===== src/rtl/envelope_ramp_counter_pkg.sv =====
// envelope_ramp_counter_pkg: envelope state encodings and shared defaults
package envelope_ramp_counter_pkg;

    typedef enum logic [1:0] {
        ENV_IDLE    = 2'd0,
        ENV_ATTACK  = 2'd1,
        ENV_HOLD    = 2'd2,
        ENV_RELEASE = 2'd3
    } envState_t;

    // Matches the incrementer controller's 3-cycle load time
    localparam int DEFAULT_SETTLE_CYCLES = 3;
    localparam int DEFAULT_WIDTH         = 10;

endpackage


===== src/rtl/envelope_ramp_counter_gate_edge_detect.sv =====
// envelope_ramp_counter_gate_edge_detect: rise/fall detection on the note gate
module envelope_ramp_counter_gate_edge_detect (
    input  logic clk,
    input  logic reset,
    input  logic gate,
    output logic rise,
    output logic fall
);

    logic gateQ;

    // Remember gate from the previous edge; clearing it in reset makes a held gate count as a rise
    always_ff @(posedge clk) begin
        if (!reset) gateQ <= 1'b0;
        else        gateQ <= gate;
    end

    assign rise = gate & ~gateQ;
    assign fall = ~gate & gateQ;

endmodule


===== src/rtl/envelope_ramp_counter.sv =====
// envelope_ramp_counter: gate-driven attack/hold/release envelope fed by incrementer pulses
module envelope_ramp_counter
    import envelope_ramp_counter_pkg::*;
#(
    parameter int WIDTH         = DEFAULT_WIDTH,
    parameter int SETTLE_CYCLES = DEFAULT_SETTLE_CYCLES
) (
    input  logic             clk,
    input  logic             reset,
    input  logic             gate,
    input  logic [WIDTH-1:0] max_out,
    input  logic             inc_attack,
    input  logic             inc_release,
    output logic             start_attack,
    output logic             start_release,
    output logic [WIDTH-1:0] level,
    output logic [1:0]       env_state,
    output logic             done
);

    localparam int SW = $clog2(SETTLE_CYCLES + 2);

    envState_t        state, stateNext;
    logic [WIDTH-1:0] levelNext;
    logic [SW-1:0]    settle, settleNext;
    logic             startAttackNext, startReleaseNext, doneNext;
    logic             rise, fall;

    envelope_ramp_counter_gate_edge_detect edgeDetect (
        .clk   (clk),
        .reset (reset),
        .gate  (gate),
        .rise  (rise),
        .fall  (fall)
    );

    // State, level, settle counter and all outputs are registered
    always_ff @(posedge clk) begin
        if (!reset) begin
            state         <= ENV_IDLE;
            level         <= '0;
            settle        <= '0;
            start_attack  <= 1'b0;
            start_release <= 1'b0;
            done          <= 1'b0;
        end else begin
            state         <= stateNext;
            level         <= levelNext;
            settle        <= settleNext;
            start_attack  <= startAttackNext;
            start_release <= startReleaseNext;
            done          <= doneNext;
        end
    end

    // Gate edges take priority; otherwise ramp level once the controller has reloaded
    always_comb begin
        stateNext        = state;
        levelNext        = level;
        settleNext       = (settle != '0) ? settle - 1'b1 : '0;
        startAttackNext  = 1'b0;
        startReleaseNext = 1'b0;
        doneNext         = 1'b0;
        if (rise) begin
            stateNext       = ENV_ATTACK;
            startAttackNext = 1'b1;
            settleNext      = SW'(SETTLE_CYCLES);
        end else if (fall && (state == ENV_ATTACK || state == ENV_HOLD)) begin
            stateNext        = ENV_RELEASE;
            startReleaseNext = 1'b1;
            settleNext       = SW'(SETTLE_CYCLES);
        end else begin
            case (state)
                ENV_IDLE: levelNext = '0;
                ENV_ATTACK: begin
                    if (settle == '0) begin
                        if (level >= max_out) begin
                            levelNext = max_out;
                            stateNext = ENV_HOLD;
                        end else if (inc_attack) begin
                            levelNext = level + 1'b1;
                        end
                    end
                end
                ENV_HOLD: levelNext = (level > max_out) ? max_out : level;
                ENV_RELEASE: begin
                    if (settle == '0 && (level == '0 || (inc_release && level == WIDTH'(1)))) begin
                        levelNext = '0;
                        stateNext = ENV_IDLE;
                        doneNext  = 1'b1;
                    end else if (settle == '0 && inc_release) begin
                        levelNext = level - 1'b1;
                    end
                end
                default: stateNext = ENV_IDLE;
            endcase
        end
    end

    assign env_state = state;

endmodule


===== config.mk =====
export PLATFORM = sky130hd
export DESIGN_NAME = envelope_ramp_counter
export DESIGN_NICKNAME = d
export VERILOG_FILES = /design/src/rtl/envelope_ramp_counter_pkg.sv /design/src/rtl/envelope_ramp_counter_gate_edge_detect.sv /design/src/rtl/envelope_ramp_counter.sv
export SDC_FILE = /design/constraint.sdc
export NUM_CORES = 1
export LEC_CHECK = 0
export ABC_AREA = 1
export CELL_PAD_IN_SITES_DETAIL_PLACEMENT = 1
export CELL_PAD_IN_SITES_GLOBAL_PLACEMENT = 1
export CORE_MARGIN = 5
export CORE_UTILIZATION = 42
export DETAILED_ROUTE_END_ITERATION = 12
export DONT_BUFFER_PORTS = 1
export PLACE_DENSITY_LB_ADDON = 0.1
export SKIP_CTS_REPAIR_TIMING = 1
export SLEW_MARGIN = 15
export SYNTH_ARGS = -nofsm -noshare
export SYNTH_HDL_FRONTEND = slang
export SYNTH_HIERARCHICAL = 1
export SYNTH_SLANG_ARGS = --single-unit

===== constraint.sdc =====
create_clock -name clk -period 3.2 [get_ports clk]
set_clock_uncertainty 0.1 [all_clocks]
set_input_delay 0.64 -clock clk [delete_from_list [all_inputs] [get_ports clk]]
set_output_delay 0.64 -clock clk [all_outputs]
set_load 0.005 [all_outputs]

## After elaboration in Yosys (flattened, before gate mapping)

Cells that the tools add are included.

| storage, ports and cells | value |
|---|---|
| memory bits (writable) | 0 |
| output and inout bits | 15 |
| bits in read-only memories | 0 |
| bits in latches | 0 |
| memories | 0 |
| word-level logic and storage cells | 74 |
| flip-flop bits (word level) | 19 |
| bits of input ports | 15 |

| cells by class | value |
|---|---|
| multiply operators | 0 |
| reduce and logical (&&, ||, !) cells | 18 |
| divide/modulo/power cells | 0 |
| bitwise gates (word level) | 9 |
| shift-type cells | 0 |
| mux-type cells | 19 |
| magnitude comparators | 2 |
| $add $sub $neg | 3 |
| equal/unequal tests | 14 |

Operator list:

| cell | count |
|---|---|
| $mux W10 | 6 |
| $pmux W10 S4 | 1 |
| $mux W2 | 7 |
| $add A10 B1 Y10 const B | 1 |
| $eq A10 B1 Y1 const B | 1 |
| $ge A10 B10 Y1 | 1 |
| $gt A10 B10 Y1 | 1 |
| $logic_not A10 Y1 | 1 |
| $sub A10 B1 Y10 const B | 1 |
| $ne A4 B1 Y1 const B | 2 |
| $reduce_and A4 Y1 | 2 |
| $reduce_or A4 Y1 | 2 |
| $not A1 Y1 | 7 |
| $ne A3 B1 Y1 const B | 2 |
| $ne A3 B3 Y1 const B | 2 |
| $reduce_and A6 Y1 | 1 |
| $reduce_bool A3 Y1 | 2 |
| $eq A2 B2 Y1 const B | 2 |
| $logic_and A1 B1 Y1 | 4 |
| $mux W1 | 4 |
| $ne A2 B1 Y1 const B | 2 |
| $ne A4 B3 Y1 const B | 1 |
| $pmux W2 S2 | 1 |
| $reduce_bool A4 Y1 | 1 |
| 8 further kinds | 10 |

## Longest topological paths before layout

| logic depth | value |
|---|---|
| word-level depth | 8 |
| depth in mapped cells | 15 |
| gate-level depth less buffers | 15 |

## By module

Netlist, hierarchy kept.

Modules (own cells, without submodules):

| module | area each (µm²) | cells an instance | times used |
|---|---|---|---|
| envelope_ramp_counter | 1890.6 | 314 | 1 |
| envelope_ramp_counter_gate_edge_detect | 45.0 | 7 | 1 |

## Worst setup path before layout

No wires, ideal clock.

| path | value |
|---|---|
| path kind | input -> register |
| start point | input max_out[9] |
| end point | register level[8] |
| library setup time | 66 ps |
| path buffers | 2 |
| stages on the path | 12 |
| path slack | 985 ps |
| arrival | 2049 ps |
| path through | inv_1 > ha_1 > nand2_1 > nor2_2 > nand3_1 > buf_4 > nand3_1 > nand2_1 > nor2_2 > buf_6 > nand3_1 > a21oi_2 |

| on the way | value |
|---|---|
| longest elaborated chain between the ends | 4 |
| elaborated cells on any way between the ends | 8 |
| classes of those cells | order compare (2); eq/ne (2); mux (3); reduce/logical (1) |

Ends and longest elaborated chain:

| element | RTL line | text |
|---|---|---|
| start, declared | envelope_ramp_counter.sv:11 | `input logic [WIDTH-1:0] max_out,` |
| $ge A10 B10 Y1 | envelope_ramp_counter.sv:77 | `if (level >= max_out) begin` |
| $mux W10 | envelope_ramp_counter.sv:77 |  |
| $mux W10 | envelope_ramp_counter.sv:76 | `if (settle == '0) begin` |
| $pmux W10 S4 | envelope_ramp_counter.sv:73 | `case (state)` |
| end signal, assigned | envelope_ramp_counter.sv:48 | `level <= levelNext;` |
| end, declared | envelope_ramp_counter.sv:16 | `output logic [WIDTH-1:0] level,` |

Parallel ways exist; a longest one is shown, timed or not. The select of a mux whose other input is x is not followed.
A chain may end at the register's enable or synchronous reset.

## Worst setup path in the final report

| path | value |
|---|---|
| start point | register level[7] |
| end point | register level[1] |

| on the way | value |
|---|---|
| longest elaborated chain between the ends | 6 |
| elaborated cells on any way between the ends | 15 |
| classes of those cells | order compare (2); eq/ne (4); mux (4); reduce/logical (5) |

Ends and longest elaborated chain:

| element |
|---|
| parallel branches: the longest is 6 deep, another holds $ge A10 B10 Y1 |

Parallel ways; which one is timed is not known. The select of a mux whose other input is x is not followed.

==> impl_results.md <==
- Reg clk slew, reported paths: ~0.070 ns
- Synth top area cells: dfxtp_1, nand2_1, nand3_1, ha_1, inv_1
- Finished Cell Area: approximately 2100 um^2
- Num ports: 30
- Final TNS setup: 0 ns
- Ant diodes: 0
- Register area: 380 um^2
- Antenna-violating nets left: 0
- Total CTS buffers: 3
- Min-Delay Path Class: primary input to flip-flop
- Antenna violations before repair: 0
- Area of the multi-input gates: ~1300 um^2
- Die ar.: between 6000 and 7000 um^2
- Status: finished, final reports clean
- Most frequent cells after synthesis: nand2_1, inv_1, nand3_1
- Yosys reg bits: 19
- Crit Path Max Fanout: 10
- Post-Route WL: around 6000 um
- Drt first pass iters: 4
- Critical Path AT: about 2.4 ns
- Fillers: 636
- Root Buffer: clkbuf_8
- Post-Layout Cell Count: around 380
- Clock buffer depth: 2
- First-pass GRT wire length: slightly above 10000 um
- Hold Slack: approximately 0.37 ns
- Mapped Nets: between 300 and 400
- Measured slew at the worst slew-check pin: 0.566 ns
- Number of synthesized flops with an enable pin: 0
- Clk sink count: 19
- GR Util All Layers: 20.9%
- FP Rows: 24
- Critical path class: flip-flop to flip-flop
- Clk_lat worst skew: between 0.2 and 0.3 ns
- Largest area contributor in the netlist: dfxtp_1
- Grt total ovfl: 0
- Cell Area, Synth: about 1900 um^2
- Width of the die: a little under 80 um
- Vias in the first global route: approximately 2000
- Max-cap viol count: 0
- Initial DRC Count: roughly 110
- CP Capture Type: flip-flop
- Remaining routing DRC violations: 0
- Post-Place Cell Area: ~2000 um^2
- Max Clk Rate: about 420 MHz
- Power Density: approximately 310 nW/um^2
- Post-synth top area share: between 10% and 20%
- Endpoints failing hold: 0
- Via count: about 2000
- Synthesized area per cell: between 6 and 7 um^2
- Pin count of the biggest net entering global routing: 17
- Dpl cells: ~380
- Final-stage net count: roughly 360
- Final setup viols: 0
- Buffers on Ports: 0
- Max-slew headroom: 62.2%
- Critical Path RT: about 3.2 ns
- CTS tree: yes
- CP Launch Type: flip-flop
- Async S/R FF share, synth: 0%
- VDD IR max: approximately 0.21 mV
- RSZ-0062 raised after global routing: no
- Cells after Synth: 321
- # H-tree levels: 1
- Worst R2R Start: level[7]
- Origin of the worst setup path: level[7]
- Static Leak: approximately 1.1 nW
- Via/cell ratio: 5.34
- Final Power: roughly 0.64 mW
- Synthesis warning total: 6
- Slew Viols, Final: 0
- Final worst setup slack: between 0.8 and 0.9 ns
- Post-Place Worst Slack: ~0.62 ns
- Register area share after synthesis: 19.7%
- Post-layout min period: about 2.4 ns
- DP Wirelength: roughly 4900 um
- Final GP Congestion: just over 0.8
- Most common flop cell mapped by yosys: dfxtp_1
- DIE HEIGHT: 77.9 um
- Post-synthesis cell type count: 30
- Tcrit/Tclk final: around 74%
- Core Util, Final: between 40% and 50%
- Layout cells sized above 1: 8.87%
- Area growth syn-to-layout: 6.40%
- Initial Util: a little over two fifths
- HP Start: gate
- Wirelength per Cell: approximately 16 um
- Most frequent cell after synthesis: nand2_1
- Core region area: approximately 4400 um^2
==> layer usage <==
metal  GRT usage [%]  up-vias  part of all wire [%]
li1                -     1023                     -
met1            27.5      952                    47
met2            35.6       38                    47
met3            3.13        9                   4.6
met4            5.33        0                   1.5
met5               0        -                     0
==> critical path: stages (launching register included) <==
cell and delay (ns):
dfxtp_1 0.53, ha_1 0.32, nand2_1 0.08, nand2_1 0.06
a21oi_2 0.20, nand2_1 0.12, nor2_4 0.24, nand3_1 0.10
nand2_1 0.08, nor2_2 0.05, buf_4 0.17, nand3_1 0.09
a21oi_1 0.07
==> final cells by class <==
type / count / area share [%]
timing repair buffer: 9 / 3.28
inverter: 60 / 10.9
tap: 52 / 3.16
clock buffer: 4 / 2.19
sequential: 19 / 18.5
multi-input combinational: 235 / 62.0
==> registers in the layout (all words and copies together) (netlist names) <==
register / flops
done: 1
edgeDetect/gateQ: 1
env_state: 2
level: 10
settle: 3
start_attack: 1
start_release: 1
==> power breakdown <==
group | internal, mW | switching (mW) | leakage (nW)
clock | 0.0888 | 0.0837 | 0.0228
sequential | 0.248 | 0.0120 | 0.155
combinational | 0.0670 | 0.143 | 0.911
==> cells by family after synthesis <==
family	share of synthesized area (%)
and+or+nand+nor	41.8
buffers and inverters	14.4
AOI/OAI and AO/OA	8.92
DFF	19.7
adders and majority gates	11.6
xor gates and xnor gates	3.62
==> layout by cell type, fill, tap and decap left out, types with 2 or more instances in the layout <==
cell and instances:
o21ai_0 3, a21oi_2 3, buf_4 9, nand2_1 95
ha_1 18, xor2_1 6, nor2_4 3, nand4_1 2
inv_1 55, clkbuf_8 3, nand3_2 2, nor4_1 2
nand3_1 50, xnor2_1 2, clkinv_1 2, o22ai_1 4
inv_2 3, nor2_2 3, nor2_1 20, a21oi_1 15
dfxtp_1 19
==> final timing paths <==
| path | to | slack, ns | cells past startpoint |
|---|---|---|---|
| setup / recovery | level[1] | 0.84 | 12 |
| hold / removal | edgeDetect/gateQ | 0.37 | 2 |
| setup reg to reg | level[1] | 0.84 | 12 |
| hold reg to reg | settle[1] | 0.38 | 2 |
Note: power is estimated with default switching activity, not from simulation.
